[src/rtl/clock_ctrl_pkg.sv]
// Shared mode encodings for the clock time-setting controller.
package clock_ctrl_pkg;

  typedef enum logic [1:0] {
    MODE_RUN     = 2'b00,
    MODE_SET_HR  = 2'b01,
    MODE_SET_MIN = 2'b10,
    MODE_SET_SEC = 2'b11
  } mode_t;

  // Mode sequence advanced by each ModeKey press.
  function automatic mode_t next_mode(input mode_t m);
    mode_t r;
    unique case (m)
      MODE_RUN:     r = MODE_SET_HR;
      MODE_SET_HR:  r = MODE_SET_MIN;
      MODE_SET_MIN: r = MODE_SET_SEC;
      MODE_SET_SEC: r = MODE_RUN;
    endcase
    return r;
  endfunction

endpackage

[src/rtl/key_sync_edge.sv]
// Two-flop synchronizer plus rising-edge detector for one debounced key.
module key_sync_edge (
  input  logic CP,
  input  logic CR,
  input  logic KeyIn,
  output logic Level,
  output logic Rise
);

  logic sync1, sync2, prev;
  logic [1:0] vld;

  // Synchronizer chain; prev is held high until the chain carries a real sample,
  // so a key held through reset does not look like a fresh press.
  always_ff @(posedge CP or posedge CR) begin
    if (CR) begin
      sync1 <= 1'b0;
      sync2 <= 1'b0;
      prev  <= 1'b0;
      vld   <= 2'b00;
    end else begin
      sync1 <= KeyIn;
      sync2 <= sync1;
      prev  <= vld[1] ? sync2 : 1'b1;
      vld   <= {vld[0], 1'b1};
    end
  end

  assign Level = sync2;
  assign Rise  = sync2 & ~prev;

endmodule

[src/rtl/clock_set_ctrl.sv]
// Set-mode FSM for the digital clock: mode stepping, increment strobes with
// auto-repeat, idle timeout back to RUN, and registered panel outputs.
module clock_set_ctrl
  import clock_ctrl_pkg::*;
#(
  parameter int unsigned HOLD_TICKS    = 4,
  parameter int unsigned REPEAT_TICKS  = 1,
  parameter int unsigned TIMEOUT_TICKS = 40,
  parameter int unsigned CW            = 6
) (
  input  logic       CP,
  input  logic       CR,
  input  logic       Tick,
  input  logic       ModeKey,
  input  logic       IncKey,
  output logic [1:0] Mode,
  output logic       IncHr,
  output logic       IncMin,
  output logic       ClrSec,
  output logic       Run,
  output logic       Blink
);

  localparam int unsigned RW = $clog2(REPEAT_TICKS + 1);
  localparam logic [CW-1:0] HoldMax = CW'(HOLD_TICKS);
  localparam logic [CW-1:0] IdleMax = CW'(TIMEOUT_TICKS);
  localparam logic [RW-1:0] RepMax  = RW'(REPEAT_TICKS);

  logic mode_lvl, mode_rise, inc_lvl, inc_rise;

  key_sync_edge u_mode_key (
    .CP    (CP),
    .CR    (CR),
    .KeyIn (ModeKey),
    .Level (mode_lvl),
    .Rise  (mode_rise)
  );

  key_sync_edge u_inc_key (
    .CP    (CP),
    .CR    (CR),
    .KeyIn (IncKey),
    .Level (inc_lvl),
    .Rise  (inc_rise)
  );

  mode_t         mode_q, mode_d;
  logic [CW-1:0] hold_q, hold_d, idle_q, idle_d;
  logic [RW-1:0] rep_q, rep_d;
  logic          armed_q, armed_d;
  logic          inc_hr_q, inc_hr_d, inc_min_q, inc_min_d, clr_sec_q, clr_sec_d;
  logic          run_q, run_d, blink_q, blink_d;

  logic          strobe, timeout, in_set, rep_mode;
  logic [CW-1:0] hold_inc, idle_inc;
  logic [RW-1:0] rep_inc;

  assign hold_inc = hold_q + CW'(1);
  assign idle_inc = idle_q + CW'(1);
  assign rep_inc  = rep_q + RW'(1);

  // Next-state for FSM, hold/repeat/idle counters and registered outputs.
  always_comb begin
    mode_d    = mode_q;
    hold_d    = hold_q;
    rep_d     = rep_q;
    idle_d    = idle_q;
    armed_d   = armed_q;
    strobe    = 1'b0;
    timeout   = 1'b0;
    in_set    = (mode_q != MODE_RUN);
    rep_mode  = (mode_q == MODE_SET_HR) || (mode_q == MODE_SET_MIN);

    // Idle counter: only counts with both keys released, cleared by any activity.
    if (!in_set || mode_rise || inc_rise || inc_lvl) begin
      idle_d = '0;
    end else if (!mode_lvl && Tick) begin
      if (idle_inc >= IdleMax) begin
        timeout = 1'b1;
        idle_d  = '0;
      end else begin
        idle_d = idle_inc;
      end
    end

    // Hold/repeat: armed only by an Inc press inside a repeat-capable mode, so a
    // key carried across a mode change stays inert until re-pressed.
    if (mode_rise) begin
      hold_d  = '0;
      rep_d   = '0;
      armed_d = 1'b0;
    end else if (inc_rise) begin
      hold_d  = '0;
      rep_d   = '0;
      armed_d = rep_mode;
      strobe  = in_set;
    end else if (!inc_lvl) begin
      hold_d  = '0;
      rep_d   = '0;
      armed_d = 1'b0;
    end else if (armed_q && Tick) begin
      if (hold_q < HoldMax) begin
        hold_d = hold_inc;
        strobe = (hold_inc == HoldMax);
      end else if (rep_inc >= RepMax) begin
        strobe = 1'b1;
        rep_d  = '0;
      end else begin
        rep_d = rep_inc;
      end
    end

    if (mode_rise) begin
      mode_d = next_mode(mode_q);
    end else if (timeout) begin
      mode_d = MODE_RUN;
    end

    inc_hr_d  = strobe && (mode_q == MODE_SET_HR);
    inc_min_d = strobe && (mode_q == MODE_SET_MIN);
    clr_sec_d = strobe && (mode_q == MODE_SET_SEC);
    run_d     = (mode_d != MODE_SET_SEC);

    if (mode_d == MODE_RUN) begin
      blink_d = 1'b0;
    end else if (mode_d != mode_q) begin
      blink_d = 1'b1;
    end else if (Tick) begin
      blink_d = ~blink_q;
    end else begin
      blink_d = blink_q;
    end
  end

  // State and output registers.
  always_ff @(posedge CP or posedge CR) begin
    if (CR) begin
      mode_q    <= MODE_RUN;
      hold_q    <= '0;
      rep_q     <= '0;
      idle_q    <= '0;
      armed_q   <= 1'b0;
      inc_hr_q  <= 1'b0;
      inc_min_q <= 1'b0;
      clr_sec_q <= 1'b0;
      run_q     <= 1'b1;
      blink_q   <= 1'b0;
    end else begin
      mode_q    <= mode_d;
      hold_q    <= hold_d;
      rep_q     <= rep_d;
      idle_q    <= idle_d;
      armed_q   <= armed_d;
      inc_hr_q  <= inc_hr_d;
      inc_min_q <= inc_min_d;
      clr_sec_q <= clr_sec_d;
      run_q     <= run_d;
      blink_q   <= blink_d;
    end
  end

  assign Mode   = mode_q;
  assign IncHr  = inc_hr_q;
  assign IncMin = inc_min_q;
  assign ClrSec = clr_sec_q;
  assign Run    = run_q;
  assign Blink  = blink_q;

endmodule

[config.mk]
export PLATFORM = sky130hd
export DESIGN_NAME = clock_set_ctrl
export DESIGN_NICKNAME = d
export VERILOG_FILES = /design/src/rtl/clock_ctrl_pkg.sv /design/src/rtl/key_sync_edge.sv /design/src/rtl/clock_set_ctrl.sv
export SDC_FILE = /design/constraint.sdc
export NUM_CORES = 1
export LEC_CHECK = 0
export ABC_AREA = 1
export CAP_MARGIN = 0
export CELL_PAD_IN_SITES_DETAIL_PLACEMENT = 2
export CELL_PAD_IN_SITES_GLOBAL_PLACEMENT = 2
export CORE_MARGIN = 10
export CORE_UTILIZATION = 25
export DETAILED_ROUTE_END_ITERATION = 10
export PLACE_DENSITY = 0.67
export SYNTH_ARGS = -nofsm -noshare
export SYNTH_HDL_FRONTEND = slang
export SYNTH_SLANG_ARGS = --single-unit
[constraint.sdc]
create_clock -name CP -period 1.9 [get_ports CP]
set_clock_uncertainty 0.1 [all_clocks]
set_input_delay 0.19 -clock CP [delete_from_list [all_inputs] [get_ports CP]]
set_output_delay 0.19 -clock CP [all_outputs]
set_load 0.05 [all_outputs]
==> summary.md <==
| Metric | Value |
|---|---|
| Status | finished clean |
| Reg clk slew, reported paths | 0.10 ns |
| CP Launch Type | flop |
| Highest routing layer actually used | met4 |
| Seq/Total Area, Yosys | 0.517 |
| CTS Buffer Depth | 2 |
| Commonest cells in the netlist | nand2_1 (35), dfrtp_1 (27), inv_1 (19) |
| Drt pass-1 iters | 4 |
| Simple-gate portion of the synthesized area | 0.237 |
| Critical path buffers and inverters | 1 |
| Final WS setup | 0.0787 ns |
| Cell taking the most area after synthesis | dfrtp_1 |
| Synth area leaders | dfrtp_1 (50%), nand2_1 (9.7%), ha_1 (7.4%) |
| Syn Nets | 160 |
| Synth Area in XOR/XNOR | 0.0322 |
| Port Buffers | 11 |
| Slew HR | 0.655 |
| CORE AREA | 5200 um^2 |
| Die ar. | 8780 um^2 |
| IO Pins | 12 |
| Final Hold Vio Count | 0 |
| Largest net degree at the start of global routing | 29 |
| Syn avg cell area | 9.24 um^2 |
| Fraction of layout cells with a size suffix above 1 | 0.139 |
| Overall global routing resource usage | 0.0815 |
| Critical path arrival | 1.53 ns |
| Peak VDD IR | 0.000585 V |
| Leakage | 0.000745 uW |
| Setup-failing EPs final | 0 |
| Pre-CTS WS | 0.114 ns |
| Number of remaining DRC errors | 0 |
| RSZ-0062 raised after global routing | no |
| Tot Pwr | 1840 uW |
| Clk sinks | 28 |
| FILL cells | 597 |
| Minimum clock period | 1.82 ns |
| Final wirelength | 3290 um |
| Warnings from Yosys | 0 |
| Die Height | 93.7 um |
| DP HPWL | 2580 um |
| Metal3 WL | 130 um |
| Area of the multi-input gates | 589 um^2 |
| GRT overflow | 0 |
| Worst-path fanout max | 6 |
| Hold buffer count at CTS | 0 |
| Pwr/cell area | 1110 nW/um^2 |
| Top FF cell, synth | dfrtp_1 |
| Register area | 706 um^2 |
| Critical R2R Capture | Blink$_DFFE_PP0P_ |
| Worst Setup Path Type | flop to output pin |
| Vias in the first global route | 1193 |
| Post-Synthesis Cells | 147 |
| Critical Path End Type | output pin |
| TritonCTS clock tree | done |
| FF-to-FF path depth | 8 |
| Die width | 93.7 um |
| TritonCTS buffer count | 3 |
| Final hold slack | 0.173 ns |
| Final Cycle Share | 0.959 |
| Routed Antenna Nets | 0 |
| Met2 Wirelength | 1600 um |
| ANT cells | 0 |
| First-pass GRT wire length | 5770 um |
| Worst skew pair latency | 0.28 ns |
| Fin Setup TNS | 0 ns |
| Count leader, synth | nand2_1 |
| Initial core utilization | 0.261 |
| #FFs+latches synth | 28 |
| Layout area overhead | 22.5% |
| Multiplexer share of the synthesized area | 0.00737 |
| Post-synth EDFFs | 0 |
| Ys async rst share | 1.00 |
| Largest family of logic cells by synthesized area | simple AND/OR/NAND/NOR gates |
| Fmax | 0.549 GHz |
| Starting DRT DRC Count | 35 |
| R2R Setup Slk | 0.15 ns |
| Post-synthesis compound-gate area fraction | 0.0755 |
| Final cell count without fillers | 236 |
| Worst Max-Slew Pin Slew | 0.515 ns |
| HP Class | input pin to async pin |
| Nets | 180 |
| DR WL/cell | 14.0 um |
| Vias post-DR | 1064 |
| Synth cell types | 27 |
| CP max stage delay | 0.82 ns |
| Critical-path cell list | clkdlybuf4s50_1 |
| Post-synthesis instance area | 1360 um^2 |
| Critical path's slowest cell | clkdlybuf4s50_1 |
| GPL Wtd Cong | 0.795 |
| DRT met1 WL | 1510 um |
| Post-Place Cells | 232 |
| Required time worst endpoint | 1.61 ns |
| Row count | 26 |
| Reg2reg start | Mode[0]$_DFF_PP0_ |
| # H-tree levels | 1 |
| Max-Cap Viols | 0 |
| Root Driver | clkbuf_8 |
| CP delay by family, top | buffers and inverters |
| Vias per inst | 4.51 |
| Max Slew Vio Count | 0 |
| Initial antenna violation count | 0 |
| Post-Synth Adder-Cell Area | 0.0737 |
| Yosys top cell area share | 0.497 |
[state kept, by name, indices dropped and copies added (netlist names), 2 cells and up]
signal	count
idle_q	6
u_inc_key.vld	2
Mode	2
hold_q	6
[cell usage in the layout, fill, tap and decap left out, drive strengths merged, types with 4 or more instances in the layout]
cell type / count
buf: 6
clkdlybuf4s50: 9
dfrtp: 27
ha: 8
inv: 20
nand2: 35
nand3: 12
nand4: 4
nor2: 13
o22ai: 5
xor2: 4
[through the flow]
stage / utilization / area (um^2)
final: 0.320 / 1660
after global routing: 0.320 / 1660
after CTS: 0.318 / 1660
after detailed placement: 0.304 / 1580
after global placement: 0.304 / 1580
after floorplan: - / 1360
[power breakdown]
group | internal, uW | switching (uW) | leakage, uW
clock | 282 | 196 | 0.0000357
sequential | 672 | 64.2 | 0.000355
combinational | 219 | 407 | 0.000354
total | 1170 | 667 | 0.000745
[how the worst max path moves through the flow]
stage / start / end / depth (start not counted)
after floorplan: Mode[0]$_DFF_PP0_ / idle_q[2]$_DFFE_PP0P_ / 6
after global placement: Mode[0]$_DFF_PP0_ / idle_q[2]$_DFFE_PP0P_ / 6
after detailed placement: Mode[0]$_DFF_PP0_ / idle_q[2]$_DFFE_PP0P_ / 6
after CTS: Mode[1]$_DFF_PP0_ / Mode[1] / 1
after global routing: Mode[0]$_DFF_PP0_ / Blink$_DFFE_PP0P_ / 8
final: Mode[1]$_DFF_PP0_ / Mode[1] / 1
[what timing repair did]
item / CTS / global route
gates resized for setup: 0 / 3
endpoints found under the setup margin: 0 / 3
buffers inserted: 0 / 0
[cell families (layout without fill, tap and decap cells)]
family	after synthesis	count (layout)
DFF	28	28
other	1	1
muxes	1	1
buffers and inverters	20	39
and+or+nand+nor	68	68
AOI/OAI and AO/OA	16	16
xor gates and xnor gates	5	5
adders and majority gates	8	8
[final cells by class]
class                      instances  area share
clock buffer                       3      0.0248
clock inverter                     1      0.0180
inverter                          20      0.0451
multi-input combinational         99       0.354
sequential                        28       0.424
tap                               70      0.0526
timing repair buffer              15      0.0812
[worst reg2reg max path: cells and delay by family, from the launching register on]
family	cells	cell delay [ns]
adders and majority gates	1	0.29
and+or+nand+nor	6	0.73
buffers and inverters	1	0.10
DFF	1	0.43
[metal layers]
layer,GRT usage,vias to the layer above
met1,0.101,532
met2,0.131,17
li1,-,510
met3,0.0224,5
met5,0,-
met4,0.0304,0
(Power assumes the default switching activity.)
